--- src/rtl/up_down_ctrl_pkg.sv ---
// ---------------------------------------------------------------------------
// up_down_ctrl_pkg
// Shared definitions for the up/down count controller:
//   state_e  - controller FSM states (IDLE, RUN, DONE)
//   DIR_UP   - step direction value for counting up   (1)
//   DIR_DOWN - step direction value for counting down (0)
// ---------------------------------------------------------------------------
package up_down_ctrl_pkg;

    typedef enum logic [1:0] {
        IDLE = 2'd0,
        RUN  = 2'd1,
        DONE = 2'd2
    } state_e;

    localparam logic DIR_UP   = 1'b1;
    localparam logic DIR_DOWN = 1'b0;

endpackage : up_down_ctrl_pkg

--- src/rtl/up_down_counter_core.sv ---
// ---------------------------------------------------------------------------
// up_down_counter_core
// Enable-gated WIDTH-bit up/down counter that wraps modulo 2^WIDTH.
//
// Ports:
//   clk        in   clock, rising edge
//   rst        in   asynchronous active-low reset, clears count to 0
//   en         in   step enable for this cycle
//   up         in   step direction (DIR_UP / DIR_DOWN)
//   count      out  registered counter value
//   count_next out  value count takes if a step is enabled this cycle
// ---------------------------------------------------------------------------
module up_down_counter_core
    import up_down_ctrl_pkg::*;
#(
    parameter int WIDTH = 3
) (
    input  logic             clk,
    input  logic             rst,
    input  logic             en,
    input  logic             up,
    output logic [WIDTH-1:0] count,
    output logic [WIDTH-1:0] count_next
);

    logic [WIDTH-1:0] count_q;

    // Wrap-around falls out of the fixed-width arithmetic.
    assign count_next = (up == DIR_UP) ? count_q + WIDTH'(1) : count_q - WIDTH'(1);
    assign count      = count_q;

    // NOTE: state registers use non-blocking (<=) so every flop samples the
    // pre-edge values; blocking here would create order-dependent races.
    always_ff @(posedge clk or negedge rst) begin
        if (!rst) begin
            count_q <= '0;
        end else if (en) begin
            count_q <= count_next;
        end
    end

endmodule : up_down_counter_core

--- src/rtl/up_down_count_ctrl.sv ---
// ---------------------------------------------------------------------------
// up_down_count_ctrl
// Accepts a target count, then steps an up/down counter one per cycle until
// the target is reached, pulsing done for one cycle. A running command can be
// cancelled with abort (no done pulse).
//
// Configuration macro: UP_DOWN_CTRL_SHORTEST_EN
//   defined   - direction of shortest modular distance, ties go up
//   undefined - up if target > count, down if target < count (never wraps)
//
// Ports:
//   clk        in   clock, rising edge
//   rst        in   asynchronous active-low reset
//   cmd_valid  in   target command valid
//   cmd_ready  out  high in IDLE, command can be accepted
//   cmd_target in   requested final count
//   abort      in   cancel the running command (only honoured in RUN)
//   count      out  current counter value
//   up_down    out  current step direction, 1 = up, 0 = down
//   busy       out  high in RUN
//   done       out  one-cycle completion pulse (DONE state)
// ---------------------------------------------------------------------------
module up_down_count_ctrl
    import up_down_ctrl_pkg::*;
#(
    parameter int WIDTH = 3
) (
    input  logic             clk,
    input  logic             rst,
    input  logic             cmd_valid,
    output logic             cmd_ready,
    input  logic [WIDTH-1:0] cmd_target,
    input  logic             abort,
    output logic [WIDTH-1:0] count,
    output logic             up_down,
    output logic             busy,
    output logic             done
);

    state_e           state_q;
    logic [WIDTH-1:0] target_q;
    logic             up_down_q;
    logic             busy_q;
    logic             done_q;

    logic [WIDTH-1:0] count_d;
    logic             step_en;
    logic             cmd_dir;

    // Abort wins over stepping, so the counter holds on the abort cycle.
    assign step_en = (state_q == RUN) && !abort;

    up_down_counter_core #(
        .WIDTH(WIDTH)
    ) u_core (
        .clk       (clk),
        .rst       (rst),
        .en        (step_en),
        .up        (up_down_q),
        .count     (count),
        .count_next(count_d)
    );

`ifdef UP_DOWN_CTRL_SHORTEST_EN
    logic [WIDTH-1:0] dist_up;
    logic [WIDTH-1:0] dist_down;

    // Modular distances in each direction; equal distances resolve upward.
    // NOTE: every signal assigned in always_comb gets a value on every path
    // (default first), otherwise synthesis infers a latch.
    always_comb begin
        cmd_dir   = DIR_UP;
        dist_up   = cmd_target - count;
        dist_down = count - cmd_target;
        if (dist_down < dist_up) begin
            cmd_dir = DIR_DOWN;
        end
    end
`else
    // Plain magnitude compare: the path never crosses the wrap point.
    always_comb begin
        cmd_dir = DIR_DOWN;
        if (cmd_target > count) begin
            cmd_dir = DIR_UP;
        end
    end
`endif

    always_ff @(posedge clk or negedge rst) begin
        if (!rst) begin
            state_q   <= IDLE;
            target_q  <= '0;
            up_down_q <= DIR_UP;
            busy_q    <= 1'b0;
            done_q    <= 1'b0;
        end else begin
            case (state_q)
                IDLE: begin
                    if (cmd_valid) begin
                        target_q <= cmd_target;
                        if (cmd_target == count) begin
                            // Already there: complete without stepping, and
                            // keep the previous direction since none applies.
                            state_q <= DONE;
                            done_q  <= 1'b1;
                        end else begin
                            state_q   <= RUN;
                            busy_q    <= 1'b1;
                            up_down_q <= cmd_dir;
                        end
                    end
                end
                RUN: begin
                    if (abort) begin
                        state_q <= IDLE;
                        busy_q  <= 1'b0;
                    end else if (count_d == target_q) begin
                        // This edge performs the final step.
                        state_q <= DONE;
                        busy_q  <= 1'b0;
                        done_q  <= 1'b1;
                    end
                end
                DONE: begin
                    state_q <= IDLE;
                    done_q  <= 1'b0;
                end
                default: begin
                    state_q <= IDLE;
                    busy_q  <= 1'b0;
                    done_q  <= 1'b0;
                end
            endcase
        end
    end

    assign cmd_ready = (state_q == IDLE);
    assign up_down   = up_down_q;
    assign busy      = busy_q;
    assign done      = done_q;

endmodule : up_down_count_ctrl

--- config.mk ---
export PLATFORM = sky130hd
export DESIGN_NAME = up_down_count_ctrl
export DESIGN_NICKNAME = d
export VERILOG_FILES = /design/src/rtl/up_down_ctrl_pkg.sv /design/src/rtl/up_down_counter_core.sv /design/src/rtl/up_down_count_ctrl.sv
export SDC_FILE = /design/constraint.sdc
export NUM_CORES = 1
export LEC_CHECK = 0
export ABC_AREA = 0
export ABC_CLOCK_PERIOD_IN_PS = 3050
export CORE_AREA = 2 2 39 41
export CTS_CLUSTER_SIZE = 10
export DETAILED_ROUTE_END_ITERATION = 10
export DIE_AREA = 0 0 41 43
export PLACE_DENSITY = 0.72
export REMOVE_ABC_BUFFERS = 1
export SLEW_MARGIN = 5
export SYNTH_ARGS = -nofsm -noshare
export SYNTH_HDL_FRONTEND = slang
export SYNTH_SLANG_ARGS = --single-unit
--- constraint.sdc ---
create_clock -name clk -period 3.05 [get_ports clk]
set_input_delay 0.61 -clock clk [delete_from_list [all_inputs] [get_ports clk]]
set_output_delay 0.61 -clock clk [all_outputs]
set_load 0.02 [all_outputs]
# Word level (Yosys, flattened, before mapping)
# Index checks and enable logic that the tools add are counted.
[classes]
add_sub_neg = 2
magnitude_cmp = 1
n_eq_ne = 10
n_mux = 17
bitwise_logic = 2
n_reduce_logical = 8
[ops]
columns = ["op", "n"]
rows = [
  ["2-to-1 mux 1 bit", 9],
  ["2-to-1 mux 2 bit", 4],
  ["AND reduction 4 bit", 2],
  ["== test 3 bit", 2],
  ["!= test 2 bit (second input constant)", 3],
  ["!= test 2 x 1 -> 1 bit (second input constant)", 2],
  ["case mux 2 bit (2 select lines)", 1],
  ["AND reduction 2 bit", 2],
  ["adder 3 x 1 -> 3 bit (second input constant)", 1],
  ["> comparator 3 bit", 1],
  ["2-to-1 mux 3 bit", 1],
  ["!= test 3 x 2 -> 1 bit (second input constant)", 1],
  ["case mux 1 bit (3 select lines)", 1],
  ["AND reduction 3 bit", 1],
  ["subtractor 3 x 1 -> 3 bit (second input constant)", 1],
  ["== test 2 x 1 -> 1 bit (second input constant)", 1],
  ["== test 2 bit (second input constant)", 1],
  ["logical NOT 2 bit", 1],
  ["inverter 1 bit", 2],
  ["case mux 1 bit (2 select lines)", 1],
  ["logical AND 1 bit", 1],
  ["logical NOT 1 bit", 1],
]
[word_totals]
regBits = 11
inputBits = 7
out_inout_bits = 7
elab_cells = 46

# Logic depth before layout (Yosys ltp)
# Gate-level depths: netlist of the first run.
[depth]
ltp_word = 6
depth_mapped = 6
mapped_depth_nobuf = 6

# Modules after synthesis
# Synthesis of the first run repeated with hierarchy kept, for this count alone.
[hier_totals]
hier_cells = 53
area_unflattened_um2 = 618.1
[by_module_without_submodules]
columns = ["module", "n_inst", "cells_per_inst", "area_per_inst_um2", "seq_area_each_um2"]
rows = [
  ["up_down_count_ctrl", 1, 40, 461.7, 201.4],
  ["up_down_counter_core", 1, 13, 156.4, 75.1],
]

# Worst setup path before layout of the first run
# No wires, ideal clock.
[synth_path]
path_kind = "reg-to-reg"
from = "register u_core.count_q[0], in the netlist u_core.count[0]"
to = "register done_q, in the netlist done"
setup_ps = 126
arrival_ps = 1793
t_required_ps = 2924
setup_slack_ps = 1131
path_stages_with_launch = 7
path_buffers = 0
period_less_slack_ps = 1919
path_cell_list = "dfrtp_1 -> inv_1 -> fa_1 -> xor2_1 -> xnor2_1 -> nor2_1 -> a221o_1"
[synth_via]
elab_chain_cells = 5
elab_cells_between_ends = 8
classes_between = "add/sub: 2; eq/ne: 4; mux: 1; reduce/logical: 1"
[synth_lines]
columns = ["element", "line", "text"]
rows = [
  ["start: declaration", "up_down_counter_core.sv:26", "logic [WIDTH-1:0] count_q;"],
  ["start signal: assignment", "up_down_counter_core.sv:38", "count_q <= count_next;"],
  ["subtractor 3 x 1 -> 3 bit or adder 3 x 1 -> 3 bit (tied branches)", "up_down_counter_core.sv:29", "assign count_next = (up == DIR_UP) ? count_q + WIDTH'(1) : count_q - WIDTH'(1);"],
  ["2-to-1 mux 3 bit (*)", "up_down_counter_core.sv:29", ""],
  ["via count_d[0]", "up_down_count_ctrl.sv:46", "logic [WIDTH-1:0] count_d;"],
  ["== test 3 bit (*)", "up_down_count_ctrl.sv:117", "end else if (count_d == target_q) begin"],
  ["!= test 2 x 1 -> 1 bit (no line) (*)", "--", ""],
  ["AND reduction 4 bit (no line) (*)", "--", ""],
  ["end signal: assignment", "up_down_count_ctrl.sv:121", "done_q <= 1'b1;"],
  ["end signal: assignment", "up_down_count_ctrl.sv:126", "done_q <= 1'b0;"],
  ["end signal: assignment", "up_down_count_ctrl.sv:131", "done_q <= 1'b0;"],
  ["end: declaration", "up_down_count_ctrl.sv:44", "logic done_q;"],
]
# Mark *: on every way through the listed nets, which the timed path passes. The rest lies on a longest branch.
# A chain may end at the register's enable or synchronous reset.

# Final worst setup path of the first run
[layout_path]
from = "register up_down_q, in the netlist up_down"
to = "output up_down"
[layout_rtl]
columns = ["element", "line", "text"]
rows = [
  ["start: declaration", "up_down_count_ctrl.sv:42", "logic up_down_q;"],
  ["start signal: assignment", "up_down_count_ctrl.sv:109", "up_down_q <= cmd_dir;"],
  ["end: declaration", "up_down_count_ctrl.sv:35", "output logic up_down,"],
]
# No word-level cell between the ends.

==> results.tsv, run 1 <==
metric	value	unit
effective utilization at floorplan	42.04	%
worst-path fanout max	4	
post-place setup slack	0.8998	ns
remaining number of nets flagged by the antenna check after routing	0	
type of the worst setup path	reg2out	
fraction of the mapped netlist area in compound gates	10.32	%
worst setup slack after layout	0.9940	ns
multi-input gate area in the final layout	282.8	um2
worst hold path stage count	1	
routed vias	422	
antenna cell count	0	
most frequent cells in the layout	13 x clkdlybuf4s50_1, 10 x dfrtp_1, 6 x inv_1	
Yosys warning total	0	
global route overflow	0	
status	complete, no violations	
final max-slew violation count	0	
arithmetic-cell share of the synthesized area counting full adders, half adders and majority gates	9.892	%
power per standard cell area	1213	mW/mm2
wire length of the first global-routing pass	1.738	mm
post-route DRC violation count	0	
Total Neg Setup Slack	0	ns
maximum number of pins on one net before global-route repair	12	
largest voltage drop on the vdd net	499.6	uV
clock period minus worst slack	2.056	ns
main combinational cell family by area after synthesis	simple AND/OR/NAND/NOR gates	
Post-Syn Instances	52	
Yosys cell types	20	
Required @ worst endpoint	2.44	ns
instance count on the critical path	1	
Mean Syn Cell Area	11.19	um2
number of antenna violations at the first check in global routing	0	
total clock sinks	11	
family of cells with the greatest summed delay on the critical path	buffers and inverters	
synthesized cell area	581.8	um2
Max H-tree Level	1	
die span in y	43	um
top-level I/O count	14	
start of the worst register-to-register path	u_core.count[0]$_DFFE_PN0N_	
worst r2r path cells	6	
Post-layout nets	81	
number of endpoints failing setup at the final stage	0	
maxcap violations	0	
HPWL after DPL	789.3	um
Worst setup EP type	output port	
Hold Fails Final Rpt	0	
post-CTS setup buffers	0	
die outline area	0.001763	mm2
CP max-delay cell	clkdlybuf4s50_1	
Routed WL per cell	11.34	um
Worst Skew	0.007737	ns
tightest slew margin relative to the limit	67.41	%
Worst Hold Margin	0.5352	ns
worst hold start	target_q[1]$_DFFE_PN0P_	
post-synthesis simple-gate area fraction	12.04	%
clock transition at the registers of the reported paths	0.07	ns
proportion of layout cells with a drive suffix above 1	14.49	%
reg-to-reg slack, setup	1.18	ns
Final Routed Wirelength	964	um
number of buffers created by CTS	3	
count of buffering cells on the critical path with inverters included	1	
top achievable clock speed	486.4	MHz
P_leak	0.3484	nW
proportion of synthesized area in mux cells	5.806	%
number of storage elements in the synthesis netlist	11	
number of instances resized during post-cts repair	0	
vias per cell	4.965	
most common cell after layout, fill and taps aside	clkdlybuf4s50_1	
Slew @ Worst Pin	0.4873	ns
die width	41	um
root buffer cell	clkbuf_4	
sequential cell area fraction in the yosys report	47.53	%
element type at the critical path start	register	
DR iter-0 viols	3	
final weighted congestion of routability-driven global placement	0.7805	
Period Utilization, post-route	67.41	%
port buffer count	13	
setup repair after global routing missed its margin	false	
Floorplan Core Area	0.001384	mm2
Filler Cell Count	127	
total global-route track usage	14.81	%
Cell Chain, Critical Path	clkdlybuf4s50_1	
Sequential cell area	276.5	um2
clock latency reported for the late side of the worst-skew pair	0.26	ns
hold bufs inserted after CTS	0	
number of global-route vias before repair	415	
worst setup path start	up_down$_DFFE_PN1P_	
CTS tree	done	
Slowest Stage Delay on Critical Path	0.61	ns
length of the first detailed-routing pass in iterations	4	
class of the most critical hold timing path	reg2reg	
critical path data arrival time	1.45	ns
Max Root-Sink Buffers	2	
synth-to-layout area growth	30.32	%
num rows	14	
area share of xor/xnor cells in the synthesized design	10.54	%
[final timing paths]
kind	to
min in group asynchronous	u_core.count[0]$_DFFE_PN0N_
setup / recovery	up_down
setup reg to reg	done$_DFFE_PN0P_
max in group asynchronous	up_down$_DFFE_PN1P_
hold reg to reg	target_q[1]$_DFFE_PN0P_
hold / removal	target_q[1]$_DFFE_PN0P_
[area by class of cell]
type,count,share of cell area [%]
timing repair buffer,13,17.16
sequential,11,36.47
clock buffer,4,3.465
inverter,6,2.970
multi-input combinational,35,37.29
tap,16,2.640
[Yosys cell counts]
library cell	count	area, um2
mux2_2	3	33.78
and3_1	1	6.260
o21bai_1	1	7.510
nor2b_1	1	6.260
ha_1	3	37.54
nand2_1	4	15.01
a21oi_1	2	10.01
nor2_1	3	11.26
a22o_2	1	10.01
nor3b_2	2	25.02
xnor2_1	4	35.03
dfrtp_1	10	250.2
xor2_1	3	26.28
fa_1	1	20.02
dfstp_2	1	26.28
a221o_1	1	10.01
nand2b_1	1	6.260
inv_1	6	22.52
o21ai_0	3	15.01
a21o_1	1	7.510
[metal layers]
layer	track usage, %	vias to the layer above	part of all wire, %
met4	4.000	0	0
met5	0	-	0
met3	3.141	0	4.8
met2	22.50	9	47
li1	-	210	-
met1	20.75	203	48
[state kept, by name, indices dropped and copies added (netlist names)]
register / cells
target_q: 3
busy: 1
up_down: 1
state_q: 2
u_core.count: 3
done: 1
[logic make-up after synthesis]
kind of cell    after synthesis
simple gates                 12
flops                        11
compound gates                9
xor+xnor                      7
buf+inv                       6
fa+ha+maj                     4
mux                           3
[where the power goes]
group | leakage [nW] | switching, mW | internal, mW
Combinational | 0.204 | 0.264 | 0.269
Clock | 0.0150 | 0.0460 | 0.0504
Sequential | 0.129 | 0.0639 | 0.227
Total | 0.348 | 0.374 | 0.546
[stage by stage]
stage               util (%)  area [um2]  cells  power (mW)
floorplan                  -       581.8     52      0.6571
global placement       52.89       732.0     81      0.8252
detailed placement     52.89       732.0     81      0.8326
CTS                    54.79       758.2     85      0.9320
global route           54.79       758.2     85       1.012
finish                 54.79       758.2     85      0.9201
Note: power is estimated with default switching activity, not from simulation.
==> run 2, diff against run 1 <==
- ABC_CLOCK_PERIOD_IN_PS: 3050 -> 2100
- clock period: 3.05 -> 2.1 ns (I/O delays scaled with it)
==> run 2 against run 1 <==
  * Sequential power increased by 45%
  * Clock-buffer cell count is the same
  * Sequential share of layout area fell by 0.71 points
  * Combinational power grew 48%
  * First-iteration DRC count is 33% lower
  * Die area unchanged
  * Register-to-register slack got worse by 0.93 ns
==> results.tsv, run 2 (same netlist as run 1, synthesis figures left out) <==
metric	value	unit	change
status	complete, no violations		
top-level I/O count	14		unchanged
wire length of the first global-routing pass	1.621	mm	-6.7%
worst r2r path cells	6		unchanged
type of the worst setup path	reg2out		
Floorplan Core Area	0.001384	mm2	unchanged
Filler Cell Count	131		+3.1%
most common cell after layout, fill and taps aside	clkdlybuf4s50_1		
Required @ worst endpoint	1.68	ns	-0.76 ns
vias per cell	4.690		-5.5%
top achievable clock speed	534.2	MHz	
clock transition at the registers of the reported paths	0.07	ns	about the same
Total Power Consumption	1.354	mW	+47%
tightest slew margin relative to the limit	66.47	%	-0.94 points
root buffer cell	clkbuf_4		
maximum number of pins on one net before global-route repair	12		unchanged
final weighted congestion of routability-driven global placement	0.7393		-5.3%
number of global-route vias before repair	390		-6.0%
Total Neg Setup Slack	0	ns	unchanged
number of instances resized during post-cts repair	0		unchanged
Period Utilization, post-route	89.15	%	
post-route DRC violation count	0		unchanged
Max Root-Sink Buffers	2		unchanged
routed vias	408		-3.3%
largest voltage drop on the vdd net	894.4	uV	+79%
met2 track utilization from global routing	20.94	%	-1.6 points
port buffer count	13		unchanged
P_leak	0.3587	nW	+3.0%
setup repair after global routing missed its margin	false		
family of cells with the greatest summed delay on the critical path	buffers and inverters		
remaining number of nets flagged by the antenna check after routing	0		unchanged
length of the first detailed-routing pass in iterations	3		-1
total clock sinks	11		unchanged
CTS tree	done		
Worst Hold Margin	0.4836	ns	-0.05159 ns
number of endpoints failing setup at the final stage	0		unchanged
num rows	14		unchanged
global route overflow	0		unchanged
most frequent cells in the layout	13 x clkdlybuf4s50_1, 10 x dfrtp_1, 6 x inv_1		
element type at the critical path start	register		
Routed WL per cell	11.26	um	-0.68%
post-CTS setup buffers	0		unchanged
clock period minus worst slack	1.872	ns	
DR iter-0 viols	2		-1
Slew @ Worst Pin	0.5014	ns	+0.01407 ns
Post-layout nets	83		+2.5%
die outline area	0.001763	mm2	unchanged
synth-to-layout area growth	32.90	%	
antenna cell count	0		unchanged
total global-route track usage	13.97	%	-0.85 points
Slowest Stage Delay on Critical Path	0.61	ns	about the same
Final Instance Area	773.2	um2	+2.0%
layer with the highest usage after global routing	met2		
count of buffering cells on the critical path with inverters included	1		unchanged
Final Routed Wirelength	980	um	+1.7%
instance count on the critical path	1		unchanged
Hold Fails Final Rpt	0		unchanged
global-route met1 utilization	17.57	%	-3.2 points
hold bufs inserted after CTS	0		unchanged
met3 Track Usage GR	4.712	%	+1.6 points
proportion of layout cells with a drive suffix above 1	16.90	%	+2.4 points
number of buffers created by CTS	3		unchanged
power per standard cell area	1751	mW/mm2	+44%
die width	41	um	unchanged
maxcap violations	0		unchanged
Worst setup EP type	output port		
final max-slew violation count	0		unchanged
clock latency reported for the late side of the worst-skew pair	0.27	ns	about the same
number of antenna violations at the first check in global routing	0		unchanged
class of the most critical hold timing path	in2async		
worst-path fanout max	4		unchanged
Max H-tree Level	1		unchanged
HPWL after DPL	770.5	um	-2.4%
effective utilization at floorplan	42.04	%	unchanged
critical path data arrival time	1.45	ns	about the same
instance area at placement	747.0	um2	+2.1%
CP max-delay cell	clkdlybuf4s50_1		
die span in y	43	um	unchanged
Cell Chain, Critical Path	clkdlybuf4s50_1		
Worst Skew	0.001220	ns	-0.006516 ns
-- run 2: changes by cell type in the layout (fill, tap and decap cells not counted) --
cell	delta
buf_4	+2
-- run 2: final cells by class --
type / count / area (um2) / share of cell area [%]
flip-flops and latches: 11 / 276.5 / 35.76
well taps: 16 / 20.02 / 2.589
repair buffers: 15 / 145.1 / 18.77
clock buffers: 4 / 26.28 / 3.398
multi-input cells: 35 / 282.8 / 36.57
inverters: 6 / 22.52 / 2.913
-- run 2: per-stage QoR --
step	setup WS (ns)	utilization, %	cells
floorplan	0.1812	-	52
global placement	0.1636	53.98	83
detailed placement	0.1593	53.98	83
CTS	0.2168	55.88	87
global route	0.1158	55.88	87
finish	0.2279	55.88	87
-- run 2: layer usage --
metal / part of all wire (%) / up-vias
met2: 46 / 10
met1: 47 / 185
met3: 5.4 / 2
met5: 0 / -
met4: 1.6 / 0
li1: - / 211
-- run 2: final timing paths --
path	from	end	slack, ns
hold / removal	rst	u_core.count[1]$_DFFE_PN0N_	0.48
setup reg to reg	u_core.count[0]$_DFFE_PN0N_	done$_DFFE_PN0P_	0.25
hold reg to reg	target_q[2]$_DFFE_PN0P_	target_q[2]$_DFFE_PN0P_	0.53
max in group asynchronous	rst	up_down$_DFFE_PN1P_	1.26
setup / recovery	up_down$_DFFE_PN1P_	up_down	0.23
min in group clk	target_q[2]$_DFFE_PN0P_	target_q[2]$_DFFE_PN0P_	0.53
-- run 2: power by group --
group / internal [mW] / switching, mW / total, mW
logic: 0.407 / 0.381 / 0.787
registers: 0.330 / 0.0929 / 0.423
clock network: 0.0736 / 0.0704 / 0.144
total: 0.810 / 0.544 / 1.35
==> run 3, diff against run 2 <==
- PLACE_DENSITY: 0.72 -> 0.8
==> run 3 against run 2 <==
  * Hold slack worse by 0.0044 ns
  * Via count is 2.0% higher
  * Power fell by 0.60%
  * Largest cell class unchanged
  * Clock-buffer cell count stayed put
  * Sequential power hardly changed
  * Combinational power is 0.5% lower
==> results.tsv, run 3 (same netlist as run 1, synthesis figures left out) <==
metric	value	unit	change
part of the power in registers	31.2	%	about the same
worst-path fanout max	4		unchanged
status	complete, no violations		
start of the worst register-to-register path	u_core.count[0]$_DFFE_PN0N_		
Worst Skew	0.002369	ns	+0.001149 ns
Required @ worst endpoint	2.25	ns	+0.57 ns
critical path data arrival time	2.02	ns	+0.57 ns
antenna cell count	0		unchanged
Max Root-Sink Buffers	2		unchanged
wire length of the first global-routing pass	1.690	mm	+4.3%
power per standard cell area	1758	mW/mm2	+0.38%
element type at the critical path start	register		
most common cell after layout, fill and taps aside	clkdlybuf4s50_1		
number of instances resized during post-cts repair	0		unchanged
maximum number of pins on one net before global-route repair	12		unchanged
remaining number of nets flagged by the antenna check after routing	0		unchanged
synth-to-layout area growth	31.61	%	
maxcap violations	0		unchanged
clock period minus worst slack	1.868	ns	-0.003958 ns
vias per cell	4.837		+3.1%
clock transition at the registers of the reported paths	0.07	ns	about the same
post-place setup slack	0.1629	ns	+0.003574 ns
number of antenna violations at the first check in global routing	0		unchanged
num rows	14		unchanged
net switching component of the power	0.5433	mW	-0.13%
total global-route track usage	14.91	%	+0.95 points
worst setup slack after layout	0.2318	ns	+0.003958 ns
final weighted congestion of routability-driven global placement	0.8083		+9.3%
worst r2r path cells	6		unchanged
routed vias	416		+2.0%
final max-slew violation count	0		unchanged
combinational share of power	58.2	%	about the same
top-level I/O count	14		unchanged
tightest slew margin relative to the limit	67.53	%	+1.1 points
r2r endpoint	done$_DFFE_PN0P_		
length of the first detailed-routing pass in iterations	4		+1
number of buffers created by CTS	3		unchanged
root buffer cell	clkbuf_4		
total clock sinks	11		unchanged
Filler Cell Count	130		-0.76%
CTS tree	done		
switching power share of the total	40.37	%	+0.19 points
Routed WL per cell	11.63	um	+3.2%
die span in y	43	um	unchanged
hold bufs inserted after CTS	0		unchanged
Total Neg Setup Slack	0	ns	unchanged
effective utilization at floorplan	42.04	%	unchanged
post-route DRC violation count	0		unchanged
number of endpoints failing setup at the final stage	0		unchanged
Slew @ Worst Pin	0.4855	ns	-0.01587 ns
type of the worst setup path	reg2reg		
setup repair after global routing missed its margin	false		
Max H-tree Level	1		unchanged
class of the most critical hold timing path	in2async		
number of global-route vias before repair	374		-4.1%
P_leak	0.3536	nW	-1.4%
most frequent cells in the layout	13 x clkdlybuf4s50_1, 10 x dfrtp_1, 6 x inv_1		
Core Util, Final	55.33	%	-0.54 points
clock network fraction of total power	10.6	%	about the same
die width	41	um	unchanged
post-CTS setup buffers	0		unchanged
proportion of layout cells with a drive suffix above 1	15.71	%	-1.2 points
die outline area	0.001763	mm2	unchanged
Floorplan Core Area	0.001384	mm2	unchanged
reg-to-reg slack, setup	0.23	ns	-0.02 ns
clock latency reported for the late side of the worst-skew pair	0.26	ns	about the same
Pint	0.8026	mW	-0.91%
Total Power Consumption	1.346	mW	-0.60%
top achievable clock speed	535.3	MHz	+0.21%
DR iter-0 viols	6		+4
Worst setup EP type	register		
Hold Fails Final Rpt	0		unchanged
global route overflow	0		unchanged
Post-layout nets	82		-1.2%
port buffer count	13		unchanged
Final Routed Wirelength	1.000	mm	+2.0%
largest voltage drop on the vdd net	878.4	uV	-1.8%
Period Utilization, post-route	88.96	%	-0.19 points
-- run 3: area by class of cell --
class                           count  area (um2)  area share [%]
Clock buffer                        4       26.28           3.431
Inverter                            6       22.52           2.941
Multi-Input combinational cell     35       282.8           36.93
Sequential cell                    11       276.5           36.11
Tap cell                           16       20.02           2.614
Timing Repair Buffer               14       137.6           17.97
-- run 3: routing by layer --
layer	vias to the layer above	global-route usage (%)	part of all wire, %
met1	192	21.43	47
met4	0	8.000	2.5
met5	-	0	0
met3	4	4.712	6.0
li1	208	-	-
met2	12	19.38	44
-- run 3: through the flow --
stage	instances	hold WS, ns	area [um2]
floorplan	52	0.1244	581.8
global placement	82	0.5105	739.5
detailed placement	82	0.5154	739.5
CTS	86	0.5027	765.7
global route	86	0.5180	765.7
finish	86	0.4792	765.7
-- run 3: power by group through the flow --
stage	combinational, mW	sequential, mW	clock (mW)
6_report	0.783	0.420	0.143
5_1_grt	0.879	0.437	0.167
3_5_place_dp	0.788	0.426	0
4_1_cts	0.794	0.422	0.150
2_1_floorplan	0.467	0.487	0
3_3_place_gp	0.781	0.422	0
-- run 3: worst max-delay path by stage --
stage                                            from                to  slack, ns  cells past startpoint
final                     u_core.count[0]$_DFFE_PN0N_  done$_DFFE_PN0P_       0.23                      6
after global routing      u_core.count[0]$_DFFE_PN0N_  done$_DFFE_PN0P_       0.06                      6
after CTS                 u_core.count[0]$_DFFE_PN0N_  done$_DFFE_PN0P_       0.22                      6
after detailed placement                cmd_target[0]  busy$_DFFE_PN0P_       0.16                      7
after global placement                  cmd_target[0]  busy$_DFFE_PN0P_       0.19                      7
after floorplan           u_core.count[0]$_DFFE_PN0N_  done$_DFFE_PN0P_       0.18                      6
-- run 3: critical path, cell delays in order (launching register included) --
cell     delay [ns]
dfrtp_1        0.40
inv_1          0.11
fa_1           0.44
xor2_1         0.24
xnor2_1        0.16
nor2_1         0.08
a221o_1        0.34
